==> config.mk <==
export PLATFORM = sky130hd
export DESIGN_NAME = ldpc_min2_finder
export DESIGN_NICKNAME = d
export VERILOG_FILES = /design/src/rtl/ldpc_min2_finder.sv
export SDC_FILE = /design/constraint.sdc
export NUM_CORES = 1
export LEC_CHECK = 0
export CORE_MARGIN = 3
export CORE_UTILIZATION = 38
export DETAILED_ROUTE_END_ITERATION = 7
export GPL_TIMING_DRIVEN = 0
export HOLD_SLACK_MARGIN = 0.12
export SLEW_MARGIN = 10
export SYNTH_ARGS = -nofsm -noshare
export SYNTH_HDL_FRONTEND = slang
export SYNTH_SLANG_ARGS = --single-unit
==> constraint.sdc <==
create_clock -name i_clock -period 2.71 [get_ports i_clock]
set_input_delay 0.4065 -clock i_clock [delete_from_list [all_inputs] [get_ports i_clock]]
set_output_delay 0.4065 -clock i_clock [all_outputs]
set_load 0.02 [all_outputs]
==> src/rtl/ldpc_min2_finder.sv <==
// rtl/ldpc_min2_finder.sv - pipelined min1/min2/index reducer with multi-beat row folding
module ldpc_min2_finder #(
  parameter  int WIDTH      = 8,
  parameter  int NUM_INPUTS = 8,
  parameter  int MAX_BEATS  = 4,
  localparam int IDX_W      = $clog2(NUM_INPUTS * MAX_BEATS)
) (
  input  logic                          i_clock,
  input  logic                          i_reset_n,
  input  logic [NUM_INPUTS*WIDTH-1:0]   i_in_data,
  input  logic [NUM_INPUTS-1:0]         i_in_mask,
  input  logic                          i_in_valid,
  input  logic                          i_in_first,
  input  logic                          i_in_last,
  output logic [WIDTH-1:0]              o_min1,
  output logic [WIDTH-1:0]              o_min2,
  output logic [IDX_W-1:0]              o_min1_index,
  output logic                          o_out_valid,
  output logic                          o_error
);

  localparam int LEVELS = $clog2(NUM_INPUTS);
  localparam int NODES  = NUM_INPUTS - 1;
  localparam int CNT_W  = $clog2(MAX_BEATS + 1);

  typedef struct packed {
    logic [WIDTH-1:0] m1;
    logic [WIDTH-1:0] m2;
    logic [IDX_W-1:0] idx;
  } node_t;

  typedef enum logic {IDLE, ACCUM} state_t;

  // a is always the lower-index side, so ties keep a's location
  function automatic node_t merge(input node_t a, input node_t b);
    node_t r;
    if (a.m1 <= b.m1) begin
      r.m1  = a.m1;
      r.idx = a.idx;
      r.m2  = (a.m2 < b.m1) ? a.m2 : b.m1;
    end else begin
      r.m1  = b.m1;
      r.idx = b.idx;
      r.m2  = (b.m2 < a.m1) ? b.m2 : a.m1;
    end
    return r;
  endfunction

  // Tree is laid out as a heap: entries 0..NODES-1 are registered merge
  // nodes, entries NODES..2*NUM_INPUTS-2 are the combinational leaves.
  // Every leaf sits at the same depth, so each heap level is one stage.
  node_t all_n [2*NUM_INPUTS-1];
  node_t nd_d  [NODES];
  node_t nd_q  [NODES];

  logic [LEVELS-1:0] vld_q;
  logic [LEVELS-1:0] fst_q;
  logic [LEVELS-1:0] lst_q;

  // Build the flat heap view: registered nodes plus masked leaves
  always_comb begin
    for (int i = 0; i < NODES; i++) begin
      all_n[i] = nd_q[i];
    end
    for (int k = 0; k < NUM_INPUTS; k++) begin
      all_n[NODES+k].m1  = i_in_mask[k] ? i_in_data[k*WIDTH +: WIDTH] : '1;
      all_n[NODES+k].m2  = '1;
      all_n[NODES+k].idx = IDX_W'(k);
    end
  end

  // One merge per node from its two children; left child holds lower lanes
  always_comb begin
    for (int i = 0; i < NODES; i++) begin
      nd_d[i] = merge(all_n[2*i+1], all_n[2*i+2]);
    end
  end

  // Register every tree node each cycle; no backpressure, no enable needed
  always_ff @(posedge i_clock or negedge i_reset_n) begin
    if (!i_reset_n) begin
      for (int i = 0; i < NODES; i++) begin
        nd_q[i] <= '0;
      end
    end else begin
      for (int i = 0; i < NODES; i++) begin
        nd_q[i] <= nd_d[i];
      end
    end
  end

  // Carry the beat flags alongside the tree so they emerge with the root
  always_ff @(posedge i_clock or negedge i_reset_n) begin
    if (!i_reset_n) begin
      vld_q <= '0;
      fst_q <= '0;
      lst_q <= '0;
    end else begin
      vld_q[0] <= i_in_valid;
      fst_q[0] <= i_in_valid & i_in_first;
      lst_q[0] <= i_in_valid & i_in_last;
      for (int s = 1; s < LEVELS; s++) begin
        vld_q[s] <= vld_q[s-1];
        fst_q[s] <= fst_q[s-1];
        lst_q[s] <= lst_q[s-1];
      end
    end
  end

  logic  t_valid;
  logic  t_first;
  logic  t_last;
  node_t root;
  node_t root_off;
  node_t merged;

  state_t           state_q;
  logic [CNT_W-1:0] cnt_q;
  node_t            acc_q;
  logic [WIDTH-1:0] min1_q;
  logic [WIDTH-1:0] min2_q;
  logic [IDX_W-1:0] idx_q;
  logic             out_valid_q;
  logic             error_q;

  assign t_valid = vld_q[LEVELS-1];
  assign t_first = fst_q[LEVELS-1];
  assign t_last  = lst_q[LEVELS-1];
  assign root    = nd_q[0];

  // Rebase the incoming beat's lane index to its position within the row
  always_comb begin
    root_off     = root;
    root_off.idx = root.idx + IDX_W'(cnt_q) * IDX_W'(NUM_INPUTS);
    merged       = merge(acc_q, root_off);
  end

  // Row accumulator: folds tree results beat by beat and emits on last
  always_ff @(posedge i_clock or negedge i_reset_n) begin
    if (!i_reset_n) begin
      state_q     <= IDLE;
      cnt_q       <= '0;
      acc_q       <= '0;
      min1_q      <= '0;
      min2_q      <= '0;
      idx_q       <= '0;
      out_valid_q <= 1'b0;
      error_q     <= 1'b0;
    end else begin
      out_valid_q <= 1'b0;
      error_q     <= 1'b0;
      if (t_valid) begin
        if (t_first) begin
          // A first arriving mid-group abandons the partial row
          error_q <= (state_q == ACCUM);
          acc_q   <= root;
          cnt_q   <= CNT_W'(1);
          if (t_last) begin
            min1_q      <= root.m1;
            min2_q      <= root.m2;
            idx_q       <= root.idx;
            out_valid_q <= 1'b1;
            state_q     <= IDLE;
          end else begin
            state_q <= ACCUM;
          end
        end else if (state_q == IDLE) begin
          error_q <= 1'b1;
        end else if (cnt_q == CNT_W'(MAX_BEATS)) begin
          // Overlong row: beat does not contribute, but last still closes it
          error_q <= 1'b1;
          if (t_last) begin
            min1_q      <= acc_q.m1;
            min2_q      <= acc_q.m2;
            idx_q       <= acc_q.idx;
            out_valid_q <= 1'b1;
            state_q     <= IDLE;
          end
        end else begin
          acc_q <= merged;
          cnt_q <= cnt_q + CNT_W'(1);
          if (t_last) begin
            min1_q      <= merged.m1;
            min2_q      <= merged.m2;
            idx_q       <= merged.idx;
            out_valid_q <= 1'b1;
            state_q     <= IDLE;
          end
        end
      end
    end
  end

  assign o_min1       = min1_q;
  assign o_min2       = min2_q;
  assign o_min1_index = idx_q;
  assign o_out_valid  = out_valid_q;
  assign o_error      = error_q;

endmodule

## Word-level counts from Yosys, hierarchy flattened

Cells that the tools add are included.

- Reduce and logical (&&, ||, !) cells: 3
- Eq/ne operators: 2
- Multiplexer cells: 67
- Bitwise logic cells: 2
- $add $sub $neg: 2
- Magnitude comparators: 24

Operators with widths:

| cell | number |
|---|---|
| 8-bit 2-to-1 mux | 36 |
| 21-bit 2-to-1 mux | 11 |
| 8-bit <= comparator | 8 |
| 8-bit less-than comparator | 8 |
| 8-bit less-than comparator (first input constant) | 8 |
| 5-bit 2-to-1 mux | 6 |
| 1-bit 2-to-1 mux | 11 |
| 3-bit 2-to-1 mux | 3 |
| 3-bit AND reduction | 2 |
| 5-bit adder | 1 |
| 3-bit by 1-bit adder with 3-bit output (second input constant) | 1 |
| 3-bit == test (second input constant) | 1 |
| 1-bit AND | 2 |
| 2-bit inequality test (second input constant) | 1 |
| 2-bit nonzero test | 1 |

- Register bits after elaboration: 204
- Word-level logic and storage cells: 134
- Output and inout port bits: 23
- Bits of input ports: 77

## Longest topological paths before layout

- Word-level depth: 7
- Depth in mapped cells: 11
- Gate-level depth less buffers: 9

## Worst setup path after synthesis

OpenSTA, ideal clock, no wires.

- Kind: input port to flip-flop
- From: input i_in_mask[4]
- To: register nd_q (netlist bit all_n[200])
- Setup time: 79 ps
- Setup slack: 515 ps
- Data arrival time: 2115 ps
- Data required time: 2631 ps
- Path buffers: 1
- Stages on the path: 10
- Path through: nor2b_1 > inv_1 > ha_1 > nor2b_1 > o21ai_0 > a21oi_1 > o21bai_1 > a21oi_2 > buf_4 > mux2i_1

RTL lines:

| item | RTL line | text |
|---|---|---|
| start, declared | 11 | `input logic [NUM_INPUTS-1:0] i_in_mask,` |
| end signal, assigned by index | 87 | `nd_q[i] <= nd_d[i];` |
| end, declared | 54 | `node_t nd_q [NODES];` |

## Worst setup path after layout

- From: register nd_q (netlist bit all_n[308])
- To: register min1_q[6], in the netlist o_min1[6]

- Word-level cells in the longest chain between the ends: 6

Ends and longest elaborated chain:

| item | RTL line | text |
|---|---|---|
| 8-bit <= comparator | 37 | `if (a.m1 <= b.m1) begin` |
| 21-bit 2-to-1 mux | 37 |  |
| 8-bit 2-to-1 mux | 182 | `if (t_last) begin` |
| 8-bit 2-to-1 mux | 169 | `end else if (cnt_q == CNT_W'(MAX_BEATS)) begin` |
| 8-bit 2-to-1 mux | 167 | `end else if (state_q == IDLE) begin` |
| 8-bit 2-to-1 mux | 153 | `if (t_first) begin` |
| end signal, assigned | 159 | `min1_q <= root.m1;` |
| end signal, assigned | 173 | `min1_q <= acc_q.m1;` |
| end signal, assigned | 183 | `min1_q <= merged.m1;` |
| end, declared | 120 | `logic [WIDTH-1:0] min1_q;` |

Every way passes these cells. The select of a mux whose other input is x is not followed.
A chain may end at the register's enable or synchronous reset.

==> reports/results.txt <==
final setup fails - 0
RSZ-0062 raised after global routing - no
Hold Fails Final Rpt - 0
Cell Area, Synth - 10900 um^2
initial core utilization - 38.9%
reg2reg path depth - 9
Port Buffers - 99
CP arrival - 2.85 ns
Worst Path Buf+Inv - 2
post-synth top area cell - dfrtp_1
Clock Sinks - 182
Post-Synth Adder-Cell Area - 14.0%
Synthesized Nets - 1182
Layout Area Growth over Synthesis - 20.3%
DR WL/cell - 15.9 um
critical-path maximum fanout - 10
Final Cycle Share - 94.1%
r2r setup slk - 0.16 ns
GRT Util Overall - 15.7%
max cap viols - 0
CTS Root Cell - clkbuf_16
status - finished clean
largest cells by area after synthesis - dfrtp_1, mux2i_1, ha_1
Synth Area in XOR/XNOR - 0%
synthesized area per cell - 11.1 um^2
io pins - 100
Die Ht - 175 um
Cell Count Post-Placement - 1461
Critical Setup Path Class - flip-flop to flip-flop
Final Max Tran Viols - 0
non-filler cells, final - 1503
crit path capture - o_min1[6]
Post-synth EDFFs - 0
clk slew on worst S/H paths - 0.08 ns
CP peak stage delay - 0.40 ns
main combinational cell family by area after synthesis - multiplexers
Critical Path Start Type - flip-flop
Post-Syn Instances - 983
Most used DFF post-synth - dfrtp_1
die area - 30700 um^2
min setup slack post-route - 0.160 ns
Hold Path Stages - 0
met1 Use GR - 20.8%
fillcell total - 2645
GR peak layer - met2
Seq/Total Area, Yosys - 41.8%
met3 Usage GRT - 3.05%
Synth async-reset ratio - 100%
Synth cell types - 53
largest net degree at the start of global routing - 94
DP Worst Slack - -0.439 ns
worst-path cell chain - inv_1 > ha_1 > nor2b_1 > o211ai_2 > a2111oi_2 > a311oi_2 > buf_6 > mux2i_1 > a21oi_1
core area - 28000 um^2
skew final - 0.0124 ns
GR Overflow Total - 0
LEAKAGE - 0.00630 uW
H-tree depth - 4
Die W - 175 um
complex-gate fraction of the synthesized area - 12.4%
GPL Wtd Cong - 0.878
cell family with most CP delay - compound AO/OA/AOI/OAI gates
critical path depth in cells - 9
Ant. Diodes - 0
Cell Rows - 61
area share of and/or/nand/nor cells after synthesis - 8.34%
DRT Wirelength - 24000 um
Pre-Repair DR Iteration Count - 4
slowest stage cell, crit path - dfrtp_1
CP endpoint kind - flip-flop
layout cells sized above 1 - 8.27%
Total Power - 12500 uW
Post-DRT Antenna Nets - 0
DR DRC count - 0
HPWL Detailed - 19000 um
worst vdd ir - 498 uV
CTS tree - yes
via count of the routed design - 7543
Syn. warnings - 0
TritonCTS Buffers - 17
Final min period - 2.55 ns
M2 GR Usage - 26.4%
pwr dens - 956 nW/um^2
first-pass GRT wire length - 39000 um
Worst-Skew Late Latency - 0.43 ns
multiplexer share of the synthesized area - 18.3%
Yosys top cell area share - 41.8%
antenna violations before repair - 0
Clock Tree Buf Depth - 2
Via density - 5.02
worst-margin pin slew - 0.854 ns
Layout Nets - 1311
fin util - 46.8%
Slew HR - 42.8%
reg2reg end - o_min1[6]
worst hold path type - flip-flop to flip-flop
worst r2r src - all_n[308]
vias in the first global route - 7761
iteration-0 DRC count of the detailed router - 442
worst endpoint required time - 3.01 ns
Worst Setup SP - all_n[308]
Synth Register Bits - 182
achievable clock frequency - 392 MHz
## layout by cell type, fill, tap and decap left out, types with 4 or more instances in the layout
cell type        Yosys  routed
nand3_1             13      13
clkbuf_1             9       9
a221oi_1             4       4
mux2_2               8       8
a21o_1              17      17
a21oi_1             45      44
nand4_1              4       4
o21ai_0             32      32
a221o_1              8       8
and3_1               6       6
buf_4                5      16
o21bai_1             4       4
ha_1               122     122
inv_8                0       5
o221ai_1             8       8
o22ai_2              4       4
mux2i_1            189     188
clkdlybuf4s50_1      0      97
o22ai_1             10      10
clkbuf_16            0      17
o21a_1               6       6
nor2b_1             74      73
nand2_1             20      20
nor3_1               6       6
nor2_1              27      27
a22oi_1             10      10
dfrtp_1            182     182
o211ai_1             4       4
inv_1              111     111
o22a_1               8       8
## worst min path at each step
stage,startpoint,endpoint
floorplan,i_reset_n,acc_q[0]
global placement,vld_q[1],vld_q[2]
detailed placement,vld_q[1],vld_q[2]
CTS,vld_q[1],vld_q[2]
global route,lst_q[0],lst_q[1]
finish,vld_q[1],vld_q[2]
## power breakdown
group          total (uW)  internal [uW]  leakage (uW)  switching (uW)
registers            4190           3480       0.00199             710
clock network        2500           1340      0.000290            1160
logic                5830           2730       0.00403            3100
total               12500           7550       0.00630            4970
## sequential cells by signal (all words and copies together), names as in the netlist
signal / cells
all_n: 125
acc_q: 21
o_min1: 8
o_min2: 8
o_min1_index: 5
cnt_q: 3
fst_q: 3
lst_q: 3
vld_q: 3
o_error: 1
o_out_valid: 1
state_q: 1
## worst reg2reg max path, delay by kind of cell (launching register included)
kind	cells	cell delay, ns
AO/OA/AOI/OAI	4	0.90
flip-flops	1	0.40
buffers and inverters	2	0.35
multiplexers	1	0.32
adder cells (fa/ha/maj)	1	0.31
AND/OR/NAND/NOR	1	0.14
## per-layer routing
layer  up-vias  routed length, um
li1       3761                  -
met1      3601              11100
met2       145              11700
met3        36                749
met4         0                449
met5         -                  0
## area by class of cell
type | count | area [um^2] | share of cell area, %
multi-input combinational | 666 | 5810 | 44.3
sequential | 182 | 4550 | 34.8
timing repair buffer | 110 | 1100 | 8.42
tap | 378 | 473 | 3.61
clock buffer | 18 | 439 | 3.35
inverter | 111 | 417 | 3.18
clock inverter | 14 | 161 | 1.23
buffer | 24 | 150 | 1.15
## stage by stage
stage          hold slack (ns)  area [um^2]  setup TNS (ns)
2_1_floorplan            0.111        10900               0
3_3_place_gp             0.333        12400        -1122.98
3_5_place_dp             0.335        12400          -17.52
4_1_cts                  0.339        13000               0
5_1_grt                  0.354        13100               0
6_report                 0.334        13100               0
## what timing repair did
action / in CTS / in global routing
buffers inserted: 0 / 9
setup endpoints to repair: 0 / 56
hold endpoints to repair: 92 / 0
hold buffers: 1 / 0
gates resized for setup: 0 / 12
## kinds of logic after synthesis
logic type	after synthesis
mux	198
compound gates	182
flops	182
simple gates	163
buf+inv	135
fa+ha+maj	122
other cells	1
## cell usage after synthesis, drive strengths merged, types with 8 or more instances
cell,instances
mux2i,189
dfrtp,182
ha,122
inv,111
nor2b,74
a21oi,48
o21ai,35
nor2,27
nand2,21
a21o,17
buf,15
o22ai,14
nand3,13
a22oi,10
o221ai,10
clkbuf,9
mux2,9
a221o,8
o22a,8
Note: power is estimated with default switching activity, not from simulation.
